--- config.mk ---
export PLATFORM = sky130hd
export DESIGN_NAME = exwordtx
export DESIGN_NICKNAME = d
export VERILOG_FILES = /design/src/rtl/exwordtx.sv
export SDC_FILE = /design/constraint.sdc
export NUM_CORES = 1
export LEC_CHECK = 0
export BUFFER_PORTS_ARGS = -buffer_cell sky130_fd_sc_hd__buf_2
export CAP_MARGIN = 10
export CORE_UTILIZATION = 54
export DETAILED_ROUTE_END_ITERATION = 10
export PLACE_DENSITY = 0.79
export SLEW_MARGIN = 15
export SYNTH_ARGS = -nofsm -noshare
export SYNTH_HDL_FRONTEND = slang
export SYNTH_SLANG_ARGS = --single-unit
--- constraint.sdc ---
create_clock -name i_clk -period 2.2 [get_ports i_clk]
set_input_delay 0.11 -clock i_clk [delete_from_list [all_inputs] [get_ports i_clk]]
set_output_delay 0.11 -clock i_clk [all_outputs]
set_load 0.02 [all_outputs]
--- src/rtl/exwordtx.sv ---
`default_nettype none
// ============================================================================
// Module  : exwordtx
// Brief   : exbus word-to-byte transmit serializer with idle keep-alive byte.
// Revision: 1.0  initial release
// ============================================================================
module exwordtx #(
  parameter int          BW            = 32,
  parameter int          LGIDLE        = 20,
  parameter bit          OPT_KEEPALIVE = 1'b1,
  parameter logic [7:0]  IDLE_CHAR     = 8'hff
) (
  input  logic          i_clk,
  input  logic          i_reset,
  input  logic          i_fifo_empty,
  input  logic [BW-1:0] i_fifo_data,
  output logic          o_fifo_rd,
  output logic          o_tx_valid,
  input  logic          i_tx_ready,
  output logic [7:0]    o_tx_data,
  output logic          o_busy
);

  localparam int NB = BW / 8;
  localparam int NW = $clog2(NB + 1);
  localparam logic [LGIDLE-1:0] c_idle_max = '1;
  localparam logic [NW-1:0]     c_one      = NW'(1);
  localparam logic [NW-1:0]     c_nb       = NW'(NB);

  logic [BW-1:0]     r_sreg;
  logic [NW-1:0]     r_nleft;
  logic [LGIDLE-1:0] r_idle;
  logic              w_stall;
  logic              w_avail;
  logic              w_idle_now;

  assign w_stall    = o_tx_valid && !i_tx_ready;
  // Free output register, or its final byte leaves this cycle: next word may pop.
  assign w_avail    = !w_stall && (r_nleft <= c_one);
  assign o_fifo_rd  = !i_reset && !i_fifo_empty && w_avail;
  assign o_busy     = o_tx_valid || !i_fifo_empty;
  assign w_idle_now = !o_tx_valid && i_fifo_empty;

  always_ff @(posedge i_clk) begin
    if (i_reset) begin
      o_tx_valid <= 1'b0;
      o_tx_data  <= 8'h00;
      r_nleft    <= '0;
      r_sreg     <= '0;
    end else if (o_fifo_rd) begin
      o_tx_data  <= i_fifo_data[BW-1:BW-8];
      r_sreg     <= i_fifo_data << 8;
      r_nleft    <= c_nb;
      o_tx_valid <= 1'b1;
    end else if (o_tx_valid && i_tx_ready && (r_nleft > c_one)) begin
      o_tx_data  <= r_sreg[BW-1:BW-8];
      r_sreg     <= r_sreg << 8;
      r_nleft    <= r_nleft - c_one;
    end else if (o_tx_valid && i_tx_ready) begin
      o_tx_valid <= 1'b0;
      r_nleft    <= '0;
    end else if (OPT_KEEPALIVE && w_idle_now && (r_idle == c_idle_max)) begin
      o_tx_data  <= IDLE_CHAR;
      o_tx_valid <= 1'b1;
      r_nleft    <= c_one;
    end
  end

  // Saturates at c_idle_max only for the single cycle the keep-alive fires.
  always_ff @(posedge i_clk) begin
    if (i_reset || !OPT_KEEPALIVE || !w_idle_now) begin
      r_idle <= '0;
    end else if (r_idle == c_idle_max) begin
      r_idle <= '0;
    end else begin
      r_idle <= r_idle + 1'b1;
    end
  end

endmodule
`default_nettype wire
[Word-level counts from Yosys, hierarchy flattened]
Cells that the tools add are included.
Cells by class
  add/sub/neg operators: 2
  order comparisons: 2
  muxes and demuxes: 14
  reduce and logical (&&, ||, !) cells: 25
  equality and inequality tests: 3
Operator list (number)
  32-bit 2-to-1 mux: 2
  8-bit 2-to-1 mux: 4
  20-bit by 1-bit adder with 20-bit output, second input constant: 1
  20-bit equality test, second input constant: 1
  3-bit 2-to-1 mux: 4
  3-bit nonzero test: 3
  1-bit logical AND: 8
  1-bit logical NOT: 6
  1-bit 2-to-1 mux: 4
  2-bit AND reduction: 2
  4-bit nonzero test: 1
  2-bit OR reduction: 2
  3-bit by 1-bit > comparator with 1-bit output, second input constant: 1
  3-bit by 1-bit less-or-equal comparator with 1-bit output, second input constant: 1
  3-bit by 2-bit inequality test with 1-bit output, second input constant: 1
  3-bit by 1-bit subtractor with 3-bit output, second input constant: 1
  1-bit logical OR: 2
  2-bit inequality test, second input constant: 1
  2-bit nonzero test: 1
Word-level totals
  word-level logic and storage cells: 52
  register bits after elaboration: 56
  output and inout port bits: 11
  input port bits: 36

[Logic depth before layout (Yosys ltp)]
  depth after elaboration: 7
  gate-level depth with buffers: 8
  mapped depth without buffers: 6

[Worst setup path after synthesis]
No wires, ideal clock.
  path kind: reg2reg
  start point: register r_nleft[1]
  end point: register o_tx_data[0]
  stages on the path, launching flop included: 7
  library setup time: 0.070 ns
  period minus slack after synthesis: 1.846 ns
  arrival: 1.776 ns
  path buffers: 0
  required time: 2.130 ns
  setup slack: 0.354 ns
  cells stage by stage: dfxtp_1 inv_1 ha_1 o21ba_2 nor4b_2 nor3_1 a21oi_1
Between the ends
  cells in the longest elaborated chain, start to end: 5
  elaborated cells on any way between the ends: 10
  classes of those cells: order compare (2); eq/ne (1); mux (2); reduce/logical (5)
Ends and longest elaborated chain
  from (decl): RTL line 31  | logic [NW-1:0] r_nleft;
  from (signal assigned): RTL line 53  | r_nleft <= c_nb;
  from (signal assigned): RTL line 58  | r_nleft <= r_nleft - c_one;
  from (signal assigned): RTL line 65  | r_nleft <= c_one;
  3-bit by 1-bit less-or-equal comparator with 1-bit output *: RTL line 39  | assign w_avail = !w_stall && (r_nleft <= c_one);
  1-bit logical AND *: RTL line 39
  1-bit logical AND *: RTL line 40  | assign o_fifo_rd = !i_reset && !i_fifo_empty && w_avail;
  net o_fifo_rd: RTL line 17  | output logic o_fifo_rd,
  3-bit by 2-bit inequality test with 1-bit output (no source line) / 3-bit nonzero test (equally long branches)
  2-bit AND reduction (no source line)
  to (signal assigned): RTL line 51  | o_tx_data <= i_fifo_data[BW-1:BW-8];
  to (signal assigned): RTL line 56  | o_tx_data <= r_sreg[BW-1:BW-8];
  to (decl): RTL line 20  | output logic [7:0] o_tx_data,
The timed path passes the listed nets; every way through them passes the cells marked *.
A chain may end at the register's enable or synchronous reset.

[Worst setup path in the final report]
  start point: register r_nleft[1]
  end point: register o_tx_data[6]
Between the ends
  cells in the longest elaborated chain, start to end: 5
  elaborated cells on any way between the ends: 10
  classes of those cells: order compare (2); eq/ne (1); mux (2); reduce/logical (5)
Ends and longest elaborated chain (RTL line)
  3-bit by 1-bit less-or-equal comparator with 1-bit output: 39
  1-bit logical AND: 39
  1-bit logical AND: 40
  3-bit by 2-bit inequality test with 1-bit output (no source line) / 3-bit nonzero test (equally long branches)
  2-bit AND reduction (no source line)
Parallel ways exist; a longest one is shown, timed or not.

==> metrics.csv <==
stage,metric,value,unit
power,ir_worst_vdd,0.4866,mV
timing,setup_viol,0,
setup_path,critPathKind,reg2reg,
drt,drc_errors,0,
yosys,synthSimpleGateAreaFrac,22.21,%
yosys,ys_warn_count,0,
drt,dr.pass1.iters,4,
setup_path,slowest_stage,or4_1,
yosys,yosysUniqueCellTypes,43,
setup_path,worst_setup_path_end_kind,flop,
floorplanning,fp.dieW,69.75,um
timing,final-max-slew-violation-count,0,
cells_and_area,nFillCells,385,
power,p_total,2.079,mW
global_routing,grt_usage,21.46,%
clocking,htree_levels,2,
power,pwr-share-seq,54.7,%
setup_path,slowest_delay,470,ps
clocking,cts_tree,yes,
global_routing,grt_max_degree,34,
power,power_frac_comb,18.4,%
yosys,synth_fa_ha_area_share,1.514,%
drt,drt-initial-drc-count,101,
timing,post-route-period-util,85.92,%
setup_path,path_cells,"inv_1, ha_1, o21ba_2, or4_1, buf_4, o221ai_1, a21oi_1",
timing,grt_setup_unrepaired,false,
power,switching_share,29.01,%
timing,slew_headroom,62.77,%
floorplanning,pin_count,47,
min_path,hp-class,in2reg,
timing,finalSetupTns,0,ps
yosys,async_flop_share,0,%
clocking,clkLatencyLatePin,310,ps
clocking,cts_buffer_depth,2,
setup_path,crit_path_start,r_nleft[1],
drt,ant_nets,0,
global_routing,overflow,0,
yosys,synth_seq_cells,56,
yosys,syn_inst,280,
cells_and_area,layout_commonest_cell,dfxtp_1,
placement,dpl_cell_area,2756,um2
min_path,hold_start,i_fifo_data[7],
timing,fmax,529.0,MHz
cells_and_area,final_core_util,64.93,%
clocking,path_clk_slew,100,ps
power,p_int,1.476,mW
placement,dp_hpwl,3454,um
yosys,ys.flop_type,dfxtp_1,
timing,finClkSkew,11.80,ps
setup_path,worstReg2RegStart,r_nleft[1],
flow_run,drv_cap,0,
placement,io_buffers,46,
power,power_switching,0.6029,mW
power,p_leak,1.074,nW
setup_path,worstPathRequired,2410,ps
floorplanning,num_rows,24,
power,power_density,730.2,nW/um2
yosys,synth_area_leaders,"dfxtp_1 45%, a21oi_1 8.1%, nand3_1 5.9%",
setup_path,crit_path_max_fanout,32,
yosys,synth_compound_area_share,21.45,%
setup_path,worstPathArrival,2100,ps
cells_and_area,layout.nets,361,
clocking,clock-sinks,56,
global_routing,first_global_vias,1967,
timing,finalHoldViolCount,0,
timing,worstMarginPinSlew,558.5,ps
cells_and_area,multi_input_comb_area,1240,um2
cells_and_area,syn_to_final_growth,14.84,%
clocking,ctsHoldBuffers,0,
clocking,cts-root-buf,clkbuf_8,
global_routing,grt_pass1_wl,8466,um
floorplanning,fp.dieH,69.75,um
yosys,synth_edf_count,0,
yosys,synth-xor-area-share,4.240,%
cells_and_area,regArea,1121,um2
cells_and_area,layout-drive-gt1-share,22.29,%
cells_and_area,final_cell_mix,"56 x dfxtp_1, 46 x buf_2, 39 x a21oi_1",
drt,vias,2203,
cells_and_area,num_antenna_cells,0,
clocking,cts_made_buffers,5,
setup_path,regToRegSetupSlack,310,ps
yosys,yosysTopAreaCell,dfxtp_1,
yosys,syn_area,2479,um2
floorplanning,initial_core_util,56.54,%
floorplanning,die_area,4865,um2
drt,wire_per_inst,13.52,um
yosys,yosysSeqAreaShare,45.23,%
global_routing,antenna_found_initial,0,
yosys,syn_avg_cell_area,8.852,um2
yosys,netlist.area_leader.share,45.23,%
yosys,synth.area.mux_share,0.4038,%
yosys,synth_fp_nets,319,
setup_path,startpoint_type,flop,
power,clkPwrFrac,26.9,%
cells_and_area,postLayoutCellArea,2846,um2
timing,period_needed,1890,ps
yosys,synth_top_family_by_area,simple AND/OR/NAND/NOR gates,
floorplanning,core,4384,um2
run_status,outcome,completed,
drt,via_per_inst,5.875,
placement,gp_congestion,0.8012,
drt,wirelength,5069,um
## worst max-delay path: cells and delay by family, from the launching register on
kind / cells / cell delay [ps]
buf+inv: 2 / 340
fa+ha+maj: 1 / 150
simple gates: 1 / 470
flops: 1 / 350
compound gates: 3 / 500
## final timing paths
path	end	cells past startpoint
max	o_tx_data[6]	7
max reg2reg	o_tx_data[6]	7
min reg2reg	r_idle[0]	1
min	r_sreg[15]	3
## synthesized netlist by cell type, drive strengths merged, types with 7 or more instances
master,number
dfxtp,56
buf,9
clkbuf,12
a21oi,40
nand3,30
nand2,14
a22oi,16
nor3,9
o221ai,8
inv,7
xor2,9
nand4,8
nor2,16
## flip-flops by register name, summed over array words and instances, names as in the netlist
signal and count:
o_tx_valid 1, r_sreg 24, o_tx_data 8, r_nleft 3, r_idle 20
## timing repair
item / CTS / global route
setup endpoints to repair: 0 / 3
setup buffers: 0 / 0
gates resized for setup: 0 / 1
## cells by family (layout without fill, tap and decap cells)
group | Yosys count | in the layout
multiplexers | 1 | 1
adder cells (fa/ha/maj) | 3 | 3
XOR/XNOR | 12 | 12
AO/OA/AOI/OAI | 80 | 80
AND/OR/NAND/NOR | 100 | 100
flip-flops | 56 | 56
buffers and inverters | 28 | 71
## layer usage
layer	GRT usage, %	routed length [um]	up-vias
li1	-	-	1118
met1	28.17	2411	1013
met2	34.52	2339	67
met3	3.634	240	5
met4	10.00	78	0
met5	0	0	-
## power by group through the flow
stage,registers [mW],logic (mW),clock network (mW)
6_report,1.14,0.383,0.559
5_1_grt,1.14,0.426,0.614
4_1_cts,1.14,0.384,0.577
3_5_place_dp,1.16,0.383,0
3_3_place_gp,1.16,0.377,0
2_1_floorplan,1.18,0.246,0
## metrics by stage
step	hold WS, ps	worst slack (ps)	cells
finish	22.60	309.7	375
global route	14.81	209.3	375
CTS	12.38	152.8	375
detailed placement	356.4	169.4	367
global placement	350.0	221.3	367
floorplan	246.0	354.2	280
## layout make-up
class / count / area share, %
multi-input cells: 196 / 43.56
repair buffers: 56 / 10.73
flip-flops and latches: 56 / 39.38
inverters: 7 / 0.9231
clock inverters: 2 / 0.5714
clock buffers: 6 / 2.549
well taps: 52 / 2.286
Power figures use the tool's default switching activity.
